File: config.mk
export PLATFORM = sky130hd
export DESIGN_NAME = jt12_wrq
export DESIGN_NICKNAME = d
export VERILOG_FILES = /design/src/rtl/jt12_wrq.sv
export SDC_FILE = /design/constraint.sdc
export NUM_CORES = 1
export LEC_CHECK = 0
export CAP_MARGIN = 20
export CORE_MARGIN = 2
export CORE_UTILIZATION = 52
export CTS_CLUSTER_DIAMETER = 150
export DETAILED_ROUTE_END_ITERATION = 10
export GPL_ROUTABILITY_DRIVEN = 0
export PLACE_DENSITY = 0.71
export SETUP_SLACK_MARGIN = 0.2
export SLEW_MARGIN = 10
export SYNTH_ARGS = -nofsm -noshare
export SYNTH_HDL_FRONTEND = slang
export SYNTH_SLANG_ARGS = --single-unit
export TNS_END_PERCENT = 50
File: constraint.sdc
create_clock -name clk -period 7.1 [get_ports clk]
set_clock_uncertainty 0.05 [all_clocks]
set_input_delay 1.775 -clock clk [delete_from_list [all_inputs] [get_ports clk]]
set_output_delay 1.775 -clock clk [all_outputs]
set_load 0.005 [all_outputs]
File: src/rtl/jt12_wrq.sv
// jt12_wrq - CPU write queue for the JT12 register front end.
//
// Captures CPU address/data port writes at full clk rate. A data write is
// queued together with the part and register latched by the preceding address
// write. A small FSM replays queued writes to the register decoder as
// single-clk strobes, leaving BUSY_CYC cen_syn ticks between replays.
//
// Parameters:
//   DEPTH     FIFO entries (power of two, 2..64)
//   PARTS     register banks, 1..8 (PART_W = max(1, clog2(PARTS)))
//   BUSY_CYC  cen_syn ticks spent waiting after each replay, 1..255
//
// Ports:
//   clk, rst          clock, synchronous active-high reset
//   cen_syn           synth clock enable, paces the replays
//   cpu_wr            CPU write strobe; a rising edge is one write
//   cpu_addr          [0]: 0 = address, 1 = data; [PART_W:1] = part
//   cpu_din           CPU data byte
//   ovf_clr           clears the sticky overflow flag
//   busy, full, ovf   status; level = number of queued entries
//   reg_wr            one-clk replay strobe
//   reg_part/sel/din  replayed write, held until the next strobe
//
// Optional feature (macro JT12_WRQ_COALESCE_EN): a data write to the same
// {part,sel} as the newest queued entry overwrites that entry's data.
//
// state    | meaning
// ST_IDLE  | ready to pop the head on the next cen_syn
// ST_WAIT  | counting BUSY_CYC cen_syn ticks after a replay
module jt12_wrq #(
  parameter int DEPTH    = 8,
  parameter int PARTS    = 2,
  parameter int BUSY_CYC = 32,
  localparam int PART_W  = (PARTS > 1) ? $clog2(PARTS) : 1,
  localparam int LVL_W   = $clog2(DEPTH) + 1
) (
  input  logic              clk,
  input  logic              rst,
  input  logic              cen_syn,
  input  logic              cpu_wr,
  input  logic [PART_W:0]   cpu_addr,
  input  logic [7:0]        cpu_din,
  input  logic              ovf_clr,
  output logic              busy,
  output logic              full,
  output logic              ovf,
  output logic [LVL_W-1:0]  level,
  output logic              reg_wr,
  output logic [PART_W-1:0] reg_part,
  output logic [7:0]        reg_sel,
  output logic [7:0]        reg_din
);

  localparam int PTR_W = $clog2(DEPTH);
  localparam int ENT_W = PART_W + 16;

  typedef enum logic {ST_IDLE, ST_WAIT} state_t;

  state_t              state;
  logic [7:0]          cnt;
  logic                cpu_wr_d;
  logic [7:0]          sel_q;
  logic [PART_W-1:0]   part_q;
  logic [ENT_W-1:0]    mem [DEPTH];
  logic [PTR_W-1:0]    rd_ptr, wr_ptr, newest_ptr;
  logic                wr_acc, data_wr, pop, room, coal, push, drop;

  assign wr_acc     = cpu_wr & ~cpu_wr_d;
  assign data_wr    = wr_acc & cpu_addr[0];
  assign newest_ptr = wr_ptr - PTR_W'(1);
  assign pop        = (state == ST_IDLE) && (level != '0) && cen_syn;
  // A simultaneous pop frees a slot, so a full queue can still take the push.
  assign room       = (level != LVL_W'(DEPTH)) || pop;

`ifdef JT12_WRQ_COALESCE_EN
  // The newest entry is unavailable when it is also the head leaving this clk.
  assign coal = data_wr && (level != '0) && !(pop && level == LVL_W'(1)) &&
                (mem[newest_ptr][ENT_W-1:8] == {part_q, sel_q});
`else
  assign coal = 1'b0;
`endif

  assign push = data_wr & ~coal & room;
  assign drop = data_wr & ~coal & ~room;

  assign full = (level == LVL_W'(DEPTH));
  assign busy = (level != '0) || (state != ST_IDLE);

  always_ff @(posedge clk) begin
    if (push)
      mem[wr_ptr] <= {part_q, sel_q, cpu_din};
    else if (coal)
      mem[newest_ptr][7:0] <= cpu_din;
  end

  always_ff @(posedge clk) begin
    if (rst) begin
      cpu_wr_d <= 1'b0;
      sel_q    <= '0;
      part_q   <= '0;
      wr_ptr   <= '0;
      rd_ptr   <= '0;
      level    <= '0;
      ovf      <= 1'b0;
    end else begin
      cpu_wr_d <= cpu_wr;
      if (wr_acc && !cpu_addr[0]) begin
        sel_q  <= cpu_din;
        part_q <= cpu_addr[PART_W:1];
      end
      if (push) wr_ptr <= wr_ptr + PTR_W'(1);
      if (pop)  rd_ptr <= rd_ptr + PTR_W'(1);
      if (push && !pop)
        level <= level + LVL_W'(1);
      else if (pop && !push)
        level <= level - LVL_W'(1);
      if (drop)
        ovf <= 1'b1;
      else if (ovf_clr)
        ovf <= 1'b0;
    end
  end

  always_ff @(posedge clk) begin
    if (rst) begin
      state    <= ST_IDLE;
      cnt      <= '0;
      reg_wr   <= 1'b0;
      reg_part <= '0;
      reg_sel  <= '0;
      reg_din  <= '0;
    end else begin
      reg_wr <= 1'b0;
      case (state)
        ST_IDLE: begin
          if (pop) begin
            {reg_part, reg_sel, reg_din} <= mem[rd_ptr];
            reg_wr <= 1'b1;
            cnt    <= '0;
            state  <= ST_WAIT;
          end
        end
        ST_WAIT: begin
          if (cen_syn) begin
            if (cnt == 8'(BUSY_CYC - 1))
              state <= ST_IDLE;
            else
              cnt <= cnt + 8'd1;
          end
        end
        default: state <= ST_IDLE;
      endcase
    end
  end

endmodule

==> results by group, run 1 <==
GRT
  • Initial antenna violation count: 0
  • Via count of the first global-routing pass: 3842
  • Total grt overflow: 0
  • Aggregate global-route resource usage: 0.1942
  • Pin count of the biggest net entering global routing: 45
  • First-pass GRT wire length: 20820 um

Setup path
  • Critical path startpoint category: input port
  • Crit Path Category: input port to register
  • Crit path max-delay family: buffers and inverters
  • Crit path capture type: register
  • Reg2Reg Launch Point: level[0]
  • Maximum fanout along the worst path: 21
  • CP max-delay cell: sky130_fd_sc_hd__clkdlybuf4s50_1
  • Cell depth of the worst setup path: 12
  • Maximum cell stage delay along the critical path: 0.61 ns
  • R2R depth: 11
  • Reg-to-reg critical path endpoint: level[3]
  • Setup slack of the most critical reg-to-reg path: 4.14 ns
  • Source of the critical timing path: cen_syn
  • Crit path cell chain: clkdlybuf4s50_1 -> nand2b_1 -> nor2_2 -> buf_4 -> inv_1 -> ha_1 -> inv_1 -> ha_1 -> a21oi_1 -> a211oi_1 -> a31oi_1 -> mux2_2
  • Worst EP required: 7.36 ns
  • Crit path capture: level[3]
  • Arrival time worst endpoint: 4.57 ns
  • Combined buffer and inverter count along the critical path: 4

Logic synthesis
  • Main flop type after synthesis: sky130_fd_sc_hd__edfxtp_1
  • Number of register bits inferred by synthesis: 184
  • Net count after synthesis: 445
  • Number of distinct library cells after synthesis: 50
  • Fraction of registers with async set/reset: 0
  • Synth Cell Area: 0.007177 mm^2
  • Count of flip-flops with a built-in enable after synthesis: 136
  • Number of warnings reported in the yosys synthesis log: 0
  • Proportion of synthesized chip area in sequential cells: 0.7029
  • Synthesized area divided by synthesized cell count: 16.97 um^2
  • Number of standard cells after synthesis: 423

Route
  • Via count normalized by instance count: 5.751
  • DRC violation total after the first TritonRoute iteration: 218
  • Routed wire length: 13320 um
  • Post-route DRC: 0
  • DR pass1 iterations: 4
  • Mean routed wirelength per cell: 20.11 um
  • Total number of vias: 3807
  • Antenna Violating Nets Remaining: 0

Clock tree
  • Post-cts repair resize count: 0
  • CTS root buf: sky130_fd_sc_hd__clkbuf_16
  • Clock buffers created by TritonCTS: 17
  • Depth of the CTS H-tree: 4
  • Number of buffers on the longest clock path: 2
  • Sinks on the clock net: 184
  • Post-CTS Setup Inserts: 0
  • Quantity of hold-fixing buffers added after cts: 0
  • Clock latency reported for the late side of the worst-skew pair: 0.42 ns
  • Clock tree from TritonCTS: built
  • Worst-path clk slew: 0.06 ns

Layout
  • Number of diodes: 0
  • Number of filler instances in the final layout: 966
  • Multi-input gate area in the final layout: 0.002014 mm^2
  • Layout-stage area growth over the synthesis result: 16.49%
  • Final net count: 495
  • Fraction of final layout cells sized beyond drive strength 1: 0.2284
  • Seq. cell area: 0.005046 mm^2

Power and ir drop
  • Leakage power figure: 2.710 nW
  • Peak VDD IR: 0.2037 mV
  • Power per Cell Area: 329.9 mW/mm^2

Placement
  • DPL Wire Length: 8096 um
  • Number of port buffers: 39

Job
  • Max-Cap Viols: 0

Floorplan
  • Die X-Extent: 121.5 um
  • Placeable core region: 0.01335 mm^2
  • Number of cell rows: 42
  • Count of boundary I/O pins: 40
  • Die span in y: 121.5 um
  • Starting density of the core: 0.5377
  • Overall die area: 0.01476 mm^2

Timing
  • Worst hold slack across all endpoints: 0.4489 ns
  • Min cycle time layout: 4.305 ns
  • Unrepaired setup endpoints after global routing: no
  • Final setup violation count: 0
  • Measured slew at the worst slew-check pin: 1.050 ns
  • Rel. slew slack: 0.2998
  • Achievable Freq: 232.3 MHz
  • Total negative slack: 0 ns
  • Period Utilization, post-route: 0.6063
  • Final Hold Vio Count: 0
  • Final Slew Violations: 0

Hold path
  • Source of the worst hold timing path: reg_din[1]
  • Hold crit path type: register to register

Status
  • Run status: finished clean
==> per-layer routing <==
metal | wire [um] | GRT usage | vias up
met5 | 0 | 0 | -
met4 | 187 | 0.06753 | 0
met3 | 597 | 0.04464 | 14
met2 | 6703 | 0.3125 | 75
met1 | 5827 | 0.2632 | 1971
li1 | - | - | 1747
==> synthesized netlist by cell type (2+ instances only) <==
master                       n  area [um^2]
sky130_fd_sc_hd__xor2_1      2        17.52
sky130_fd_sc_hd__mux2i_1    11        110.1
sky130_fd_sc_hd__nand2_1    12        45.04
sky130_fd_sc_hd__o22ai_1     6        37.54
sky130_fd_sc_hd__inv_1       7        26.28
sky130_fd_sc_hd__nor4_1      2        12.51
sky130_fd_sc_hd__xnor2_1     5        43.79
sky130_fd_sc_hd__nand3_4     2        35.03
sky130_fd_sc_hd__o31ai_1     3        22.52
sky130_fd_sc_hd__o21ai_0     5        25.02
sky130_fd_sc_hd__buf_2       5        25.02
sky130_fd_sc_hd__nand4_1     2        12.51
sky130_fd_sc_hd__or3_1       2        12.51
sky130_fd_sc_hd__nor3_1     11        55.05
sky130_fd_sc_hd__nor2_1     47        176.4
sky130_fd_sc_hd__nor3_2     11        110.1
sky130_fd_sc_hd__ha_1        6        75.07
sky130_fd_sc_hd__buf_6       2        22.52
sky130_fd_sc_hd__a21oi_1     6        30.03
sky130_fd_sc_hd__nand2b_1    5        31.28
sky130_fd_sc_hd__clkbuf_1   10        37.54
sky130_fd_sc_hd__dfxtp_1    48        960.9
sky130_fd_sc_hd__o22ai_2    11        137.6
sky130_fd_sc_hd__nor2b_1     3        18.77
sky130_fd_sc_hd__nand3_1     5        25.02
sky130_fd_sc_hd__edfxtp_1  136         4084
sky130_fd_sc_hd__a31oi_1     2        12.51
sky130_fd_sc_hd__mux4_2     34        765.7
==> worst min-delay path by stage <==
stage          slack [ns]          to  cells past startpoint
6_report             0.45  reg_din[1]                      2
5_1_grt              0.47    reg_part                      2
4_1_cts              0.45  reg_din[1]                      2
3_3_place_gp         0.42      cnt[1]                      2
2_1_floorplan        0.41      cnt[1]                      2
3_5_place_dp         0.44         ovf                      2
==> registers in the layout (all words and copies together) (netlist names) <==
register	cells
mem	136
cnt	8
reg_din	8
reg_sel	8
sel_q	8
level	4
rd_ptr	3
wr_ptr	3
cpu_wr_d	1
ovf	1
part_q	1
reg_part	1
reg_wr	1
state	1
==> area by class of cell <==
type                       count  share of cell area
multi-input combinational    210              0.2409
timing repair buffer          52             0.05777
tap                          176             0.02634
inverter                       8            0.003592
clock inverter                10             0.01227
clock buffer                  22             0.05552
sequential                   184              0.6036
==> placed cells by master (no fill, tap or decap), types with 3 or more instances in the layout <==
master	synthesis	final
sky130_fd_sc_hd__clkbuf_1	10	3
sky130_fd_sc_hd__xnor2_1	5	5
sky130_fd_sc_hd__ha_1	6	6
sky130_fd_sc_hd__mux4_2	34	34
sky130_fd_sc_hd__o31ai_1	3	3
sky130_fd_sc_hd__nor2b_1	3	3
sky130_fd_sc_hd__a21oi_1	6	6
sky130_fd_sc_hd__o22ai_2	11	11
sky130_fd_sc_hd__buf_4	1	13
sky130_fd_sc_hd__inv_1	7	7
sky130_fd_sc_hd__nand3_1	5	5
sky130_fd_sc_hd__nor3_1	11	7
sky130_fd_sc_hd__clkinv_1	0	4
sky130_fd_sc_hd__nor2_1	47	46
sky130_fd_sc_hd__clkbuf_16	0	17
sky130_fd_sc_hd__nor3_2	11	15
sky130_fd_sc_hd__nand2_1	12	12
sky130_fd_sc_hd__edfxtp_1	136	136
sky130_fd_sc_hd__o22ai_1	6	6
sky130_fd_sc_hd__mux2i_1	11	11
sky130_fd_sc_hd__clkdlybuf4s50_1	0	38
sky130_fd_sc_hd__o21ai_0	5	5
sky130_fd_sc_hd__dfxtp_1	48	47
sky130_fd_sc_hd__nand2b_1	5	5
sky130_fd_sc_hd__clkinvlp_4	0	3
==> worst register-to-register path, stage by stage, from the launching register on <==
cell	delay, ns
sky130_fd_sc_hd__dfxtp_1	0.40
sky130_fd_sc_hd__nor4b_1	0.51
sky130_fd_sc_hd__nand2_1	0.10
sky130_fd_sc_hd__nand2_1	0.23
sky130_fd_sc_hd__inv_2	0.13
sky130_fd_sc_hd__ha_1	0.22
sky130_fd_sc_hd__inv_1	0.13
sky130_fd_sc_hd__ha_1	0.28
sky130_fd_sc_hd__a21oi_1	0.18
sky130_fd_sc_hd__a211oi_1	0.10
sky130_fd_sc_hd__a31oi_1	0.16
sky130_fd_sc_hd__mux2_2	0.35
==> per-stage QoR <==
stage	total power [mW]	setup slack, ns	utilization	cells	cell area, um^2
final	2.758	2.795	0.6264	662	8361
after global routing	2.873	2.584	0.6264	662	8361
after CTS	2.790	2.789	0.6264	662	8361
after detailed placement	1.893	2.335	0.5839	630	7794
after global placement	1.881	2.445	0.5839	630	7794
after floorplan	1.695	2.882	-	423	7177
==> power by group <==
part	internal, mW	switching (mW)
combinational	0.300	0.261
clock	0.531	0.367
sequential	1.22	0.0782
total	2.05	0.706
==> logic make-up after synthesis <==
logic type,Yosys count,synth area share
DFF,184,0.7029
and+or+nand+nor,107,0.08037
muxes,46,0.1236
AOI/OAI and AO/OA,43,0.05021
buffers and inverters,29,0.02109
xor gates and xnor gates,7,0.008543
adders and majority gates,7,0.01325
(Power assumes the default switching activity.)
==> run 2: changes to the inputs <==
--- a/config.mk
+++ b/config.mk
@@ -11,7 +11,7 @@
 export CTS_CLUSTER_DIAMETER = 150
 export DETAILED_ROUTE_END_ITERATION = 10
 export GPL_ROUTABILITY_DRIVEN = 0
-export PLACE_DENSITY = 0.71
+export PLACE_DENSITY = 0.74
 export SETUP_SLACK_MARGIN = 0.2
 export SLEW_MARGIN = 10
 export SYNTH_ARGS = -nofsm -noshare
==> constraint.sdc (replaced) <==
create_clock -name clk -period 3.7 [get_ports clk]
set_clock_uncertainty 0.05 [all_clocks]
set_input_delay 0.925 -clock clk [delete_from_list [all_inputs] [get_ports clk]]
set_output_delay 0.925 -clock clk [all_outputs]
set_load 0.005 [all_outputs]
==> results by group, run 2 (synthesis gave the netlist of run 1 again) <==
Status
  • Run status: finished clean

Setup path
  • Reg2Reg Launch Point: level[0]
  • Crit path capture: level[3]
  • R2R depth: 11
  • Crit path cell chain: clkdlybuf4s50_1 -> and3b_1 -> nand2_1 -> inv_2 -> ha_1 -> inv_1 -> ha_1 -> a21oi_1 -> a211oi_1 -> a31oi_1 -> mux2_2
  • CP dominant cell by count: sky130_fd_sc_hd__ha_1
  • Crit path capture type: register
  • Arrival time worst endpoint: 3.38 ns
  • Maximum cell stage delay along the critical path: 0.50 ns
  • Reg-to-reg critical path endpoint: level[3]
  • Source of the critical timing path: cpu_addr[0]
  • CP max-delay cell: sky130_fd_sc_hd__clkdlybuf4s50_1
  • Crit Path Category: input port to register
  • Critical path startpoint category: input port
  • Worst EP required: 3.96 ns
  • Setup slack of the most critical reg-to-reg path: 0.74 ns
  • Maximum fanout along the worst path: 6

Timing
  • Worst hold slack across all endpoints: 0.4420 ns
  • Final setup violation count: 0
  • Rel. slew slack: 0.6230
  • Crit path setup slack, layout: 0.5740 ns
  • Total negative slack: 0 ns
  • Final Slew Violations: 0
  • Final Hold Vio Count: 0
  • Period Utilization, post-route: 0.8449
  • Measured slew at the worst slew-check pin: 0.5647 ns
  • Min cycle time layout: 3.126 ns
  • Unrepaired setup endpoints after global routing: no
  • Achievable Freq: 319.9 MHz

Hold path
  • Hold crit path type: register to register

Route
  • Antenna Violating Nets Remaining: 0
  • DRC violation total after the first TritonRoute iteration: 307
  • Total number of vias: 3808
  • Mean routed wirelength per cell: 19.58 um
  • Via count normalized by instance count: 5.658
  • Routed wire length: 13180 um
  • DR pass1 iterations: 4
  • Post-route DRC: 0

Layout
  • Fraction of final layout cells sized beyond drive strength 1: 0.2555
  • Non-Filler Instances: 673
  • Register ranked first by flip-flop count: mem
  • Multi-input gate area in the final layout: 0.002014 mm^2
  • Most common cell after layout, fill and taps aside: sky130_fd_sc_hd__edfxtp_1
  • Final net count: 506
  • Seq. cell area: 0.005046 mm^2
  • Layout-stage area growth over the synthesis result: 17.94%
  • Flip-flop count of the largest register, all copies and words added: 136
  • Number of filler instances in the final layout: 960
  • Number of diodes: 0
  • Commonest cells after routing, fill and taps aside: 136 x sky130_fd_sc_hd__edfxtp_1, 47 x sky130_fd_sc_hd__dfxtp_1, 46 x sky130_fd_sc_hd__nor2_1, 38 x sky130_fd_sc_hd__clkdlybuf4s50_1, 34 x sky130_fd_sc_hd__mux4_2

Clock tree
  • Post-CTS Setup Inserts: 0
  • Depth of the CTS H-tree: 4
  • Quantity of hold-fixing buffers added after cts: 0
  • Sinks on the clock net: 184
  • Clock latency reported for the late side of the worst-skew pair: 0.43 ns
  • CTS root buf: sky130_fd_sc_hd__clkbuf_16
  • Number of buffers on the longest clock path: 2
  • Clock buffers created by TritonCTS: 17
  • Clock tree from TritonCTS: built
  • Worst-path clk slew: 0.07 ns
  • Post-cts repair resize count: 0

Power and ir drop
  • Leakage power figure: 2.784 nW
  • Power per Cell Area: 631.6 mW/mm^2
  • Net switching fraction of the power: 0.2618
  • Pwr Total: 5.346 mW
  • Power share of the clock group: 0.331
  • Peak VDD IR: 0.4521 mV
  • Register share of total power: 0.463
  • Power dissipated by switching net loads: 1.399 mW
  • Part of the total power dissipated in combinational logic: 0.206
  • Internal Pwr Total: 3.947 mW

GRT
  • Initial antenna violation count: 0
  • Via count of the first global-routing pass: 3937
  • Total grt overflow: 0
  • Aggregate global-route resource usage: 0.1997
  • Pin count of the biggest net entering global routing: 28
  • First-pass GRT wire length: 21340 um

Placement
  • Post-placement cell count: 641
  • DPL Wire Length: 8222 um
  • Worst setup slack before clock tree synthesis: 0.1447 ns
  • Number of port buffers: 39

Floorplan
  • Starting density of the core: 0.5377
  • Placeable core region: 0.01335 mm^2
  • Die span in y: 121.5 um
  • Die X-Extent: 121.5 um
  • Count of boundary I/O pins: 40
  • Overall die area: 0.01476 mm^2
  • Number of cell rows: 42

Job
  • Max-Cap Viols: 0
-- run 2: cell types whose count changed in the layout (fill, tap and decap cells not counted), sizes merged --
cell / previous run / this run
clkinv: 5 / 4
buf: 14 / 25
inv: 8 / 12
clkbuf: 22 / 20
clkinvlp: 3 / 2
-- run 2: layout make-up --
cell class	instances	share of cell area
flip-flops and latches	184	0.5962
clock inverters	12	0.01670
repair buffers	63	0.06681
clock buffers	20	0.05277
multi-input cells	210	0.2380
well taps	176	0.02602
inverters	8	0.003548
-- run 2: how the worst min path moves through the flow --
stage / cells after the start / to / startpoint
after floorplan: 2 / cnt[1] / cnt[1]
after global placement: 2 / cnt[1] / cnt[1]
after detailed placement: 2 / reg_sel[4] / reg_sel[4]
after CTS: 2 / cnt[1] / cnt[1]
after global routing: 2 / reg_din[3] / reg_din[3]
final: 2 / reg_sel[4] / reg_sel[4]
-- run 2: per-stage QoR --
stage / util / area [um^2]
after floorplan: - / 7177
after global placement: 0.5901 / 7876
after detailed placement: 0.5901 / 7876
after CTS: 0.6341 / 8464
after global routing: 0.6341 / 8464
final: 0.6341 / 8464
-- run 2: critical path, delay by kind of cell --
kind            cells  cell delay [ns]
compound gates      3             0.44
fa+ha+maj           2             0.50
buf+inv             3             0.76
mux                 1             0.36
simple gates        2             0.38
-- run 2: power groups by stage --
| stage | Combinational, mW | Clock, mW | Sequential [mW] |
|---|---|---|---|
| floorplan | 0.785 | 0 | 2.47 |
| global placement | 1.10 | 0 | 2.52 |
| detailed placement | 1.12 | 0 | 2.52 |
| CTS | 1.12 | 1.80 | 2.48 |
| global route | 1.22 | 1.89 | 2.50 |
| finish | 1.10 | 1.77 | 2.48 |
-- run 2: per-layer routing --
layer,up-vias,wire length (um),global-route usage
met4,0,63,0.05963
met3,4,644,0.05263
met5,-,0,0
li1,1773,-,-
met2,98,6933,0.3213
met1,1933,5537,0.2703
==> run 3: changes to the inputs <==
--- a/config.mk
+++ b/config.mk
@@ -11,7 +11,7 @@
 export CTS_CLUSTER_DIAMETER = 150
 export DETAILED_ROUTE_END_ITERATION = 10
 export GPL_ROUTABILITY_DRIVEN = 0
-export PLACE_DENSITY = 0.74
+export PLACE_DENSITY = 0.71
 export SETUP_SLACK_MARGIN = 0.2
 export SLEW_MARGIN = 10
 export SYNTH_ARGS = -nofsm -noshare
==> constraint.sdc (replaced) <==
create_clock -name clk -period 3.1 [get_ports clk]
set_clock_uncertainty 0.05 [all_clocks]
set_input_delay 0.775 -clock clk [delete_from_list [all_inputs] [get_ports clk]]
set_output_delay 0.775 -clock clk [all_outputs]
set_load 0.005 [all_outputs]
==> results by group, run 3 (synthesis gave the netlist of run 1 again) <==
Clock tree
  • Post-cts repair resize count: 0
  • CTS root buf: sky130_fd_sc_hd__clkbuf_16
  • Number of buffers on the longest clock path: 2
  • Clock latency reported for the late side of the worst-skew pair: 0.42 ns
  • Quantity of hold-fixing buffers added after cts: 0
  • Worst-path clk slew: 0.07 ns
  • Clock tree from TritonCTS: built
  • Sinks on the clock net: 184
  • Post-CTS Setup Inserts: 0
  • Depth of the CTS H-tree: 4
  • Clock buffers created by TritonCTS: 17

GRT
  • Total grt overflow: 0
  • Initial antenna violation count: 0
  • First-pass GRT wire length: 21900 um
  • Pin count of the biggest net entering global routing: 23
  • Via count of the first global-routing pass: 3865
  • Aggregate global-route resource usage: 0.2064

Placement
  • Number of port buffers: 39
  • Post-placement cell count: 646
  • DPL Wire Length: 8355 um

Layout
  • Most common cell after layout, fill and taps aside: sky130_fd_sc_hd__edfxtp_1
  • Number of diodes: 0
  • Register ranked first by flip-flop count: mem
  • Layout-stage area growth over the synthesis result: 19.07%
  • Non-Filler Instances: 678
  • Fraction of final layout cells sized beyond drive strength 1: 0.2669
  • Flip-flop count of the largest register, all copies and words added: 136
  • Commonest cells after routing, fill and taps aside: 136 x sky130_fd_sc_hd__edfxtp_1, 47 x sky130_fd_sc_hd__dfxtp_1, 46 x sky130_fd_sc_hd__nor2_1, 38 x sky130_fd_sc_hd__clkdlybuf4s50_1, 34 x sky130_fd_sc_hd__mux4_2
  • Share of the core filled with cells in the final layout: 0.6402
  • Final net count: 511

Route
  • Total number of vias: 3925
  • Mean routed wirelength per cell: 20.53 um
  • Via count normalized by instance count: 5.789
  • Antenna Violating Nets Remaining: 0
  • DR pass1 iterations: 4
  • Post-route DRC: 0
  • Routed wire length: 13920 um
  • DRC violation total after the first TritonRoute iteration: 249

Setup path
  • Crit path capture type: register
  • CP dominant cell by count: sky130_fd_sc_hd__ha_1
  • R2R depth: 11
  • Crit Path Category: input port to register
  • Maximum cell stage delay along the critical path: 0.49 ns
  • Maximum fanout along the worst path: 3
  • Critical path startpoint category: input port
  • CP max-delay cell: sky130_fd_sc_hd__clkdlybuf4s50_1
  • Arrival time worst endpoint: 2.96 ns
  • Worst EP required: 3.36 ns
  • Crit path cell chain: clkdlybuf4s50_1 -> and3b_1 -> nand2_1 -> inv_2 -> ha_1 -> inv_1 -> ha_1 -> a21oi_1 -> a211oi_1 -> a31oi_1 -> mux2_2

Timing
  • Total negative slack: 0 ns
  • Final Slew Violations: 0
  • Period Utilization, post-route: 0.8685
  • Unrepaired setup endpoints after global routing: no
  • Achievable Freq: 371.4 MHz
  • Final Hold Vio Count: 0
  • Final setup violation count: 0
  • Min cycle time layout: 2.692 ns
  • Measured slew at the worst slew-check pin: 0.5775 ns
  • Rel. slew slack: 0.6150

Power and ir drop
  • Peak VDD IR: 0.6220 mV
  • Leakage power figure: 2.817 nW
  • Power per Cell Area: 761.6 mW/mm^2
  • Pwr Total: 6.509 mW

Floorplan
  • Count of boundary I/O pins: 40
  • Die X-Extent: 121.5 um
  • Die span in y: 121.5 um
  • Overall die area: 0.01476 mm^2
  • Placeable core region: 0.01335 mm^2
  • Number of cell rows: 42
  • Starting density of the core: 0.5377

Job
  • Max-Cap Viols: 0

Hold path
  • Hold crit path type: register to register
  • Worst Hold Path Cells: 2

Status
  • Run status: finished clean
==> run 3: routing by layer <==
layer,up-vias,global-route usage,wire length (um)
li1,1787,-,-
met1,2015,0.2838,5951
met2,107,0.3308,7069
met3,16,0.05075,715
met4,0,0.05963,180
met5,-,0,0
==> run 3: final cells by class <==
cell class | count | area [um^2]
sequential | 184 | 5046
clock buffer | 18 | 429.2
tap | 176 | 220.2
inverter | 8 | 30.03
clock inverter | 14 | 175.2
multi-input combinational | 210 | 2029
timing repair buffer | 68 | 615.6
fill | 963 | 4802
==> run 3: critical path, delay by kind of cell <==
kind                     cells  cell delay, ns
buffers and inverters        3            0.64
adder cells (fa/ha/maj)      2            0.47
AO/OA/AOI/OAI                3            0.44
multiplexers                 1            0.34
AND/OR/NAND/NOR              2            0.29
==> run 3: metrics by stage <==
step / setup slack (ns) / hold WS, ns / instance area [um^2]
after floorplan: 0.1391 / 0.4122 / 7183
after global placement: 0.07041 / 0.4189 / 7935
after detailed placement: -0.004546 / 0.4250 / 7935
after CTS: 0.2943 / 0.4451 / 8539
after global routing: 0.2593 / 0.4714 / 8546
final: 0.4076 / 0.4419 / 8546
==> run 3: power by group <==
| part | leakage (nW) | switching (mW) | total (mW) | internal [mW] |
|---|---|---|---|---|
| logic | 0.897 | 0.639 | 1.37 | 0.728 |
| registers | 1.63 | 0.162 | 2.95 | 2.79 |
| clock network | 0.287 | 0.912 | 2.19 | 1.28 |
| total | 2.82 | 1.71 | 6.51 | 4.80 |
==> run 3: final timing paths <==
path,from,end,slack (ns)
setup / recovery,cpu_addr[0],level[3],0.41
hold / removal,ovf,ovf,0.44
setup reg to reg,level[0],level[3],0.57
hold reg to reg,ovf,ovf,0.44
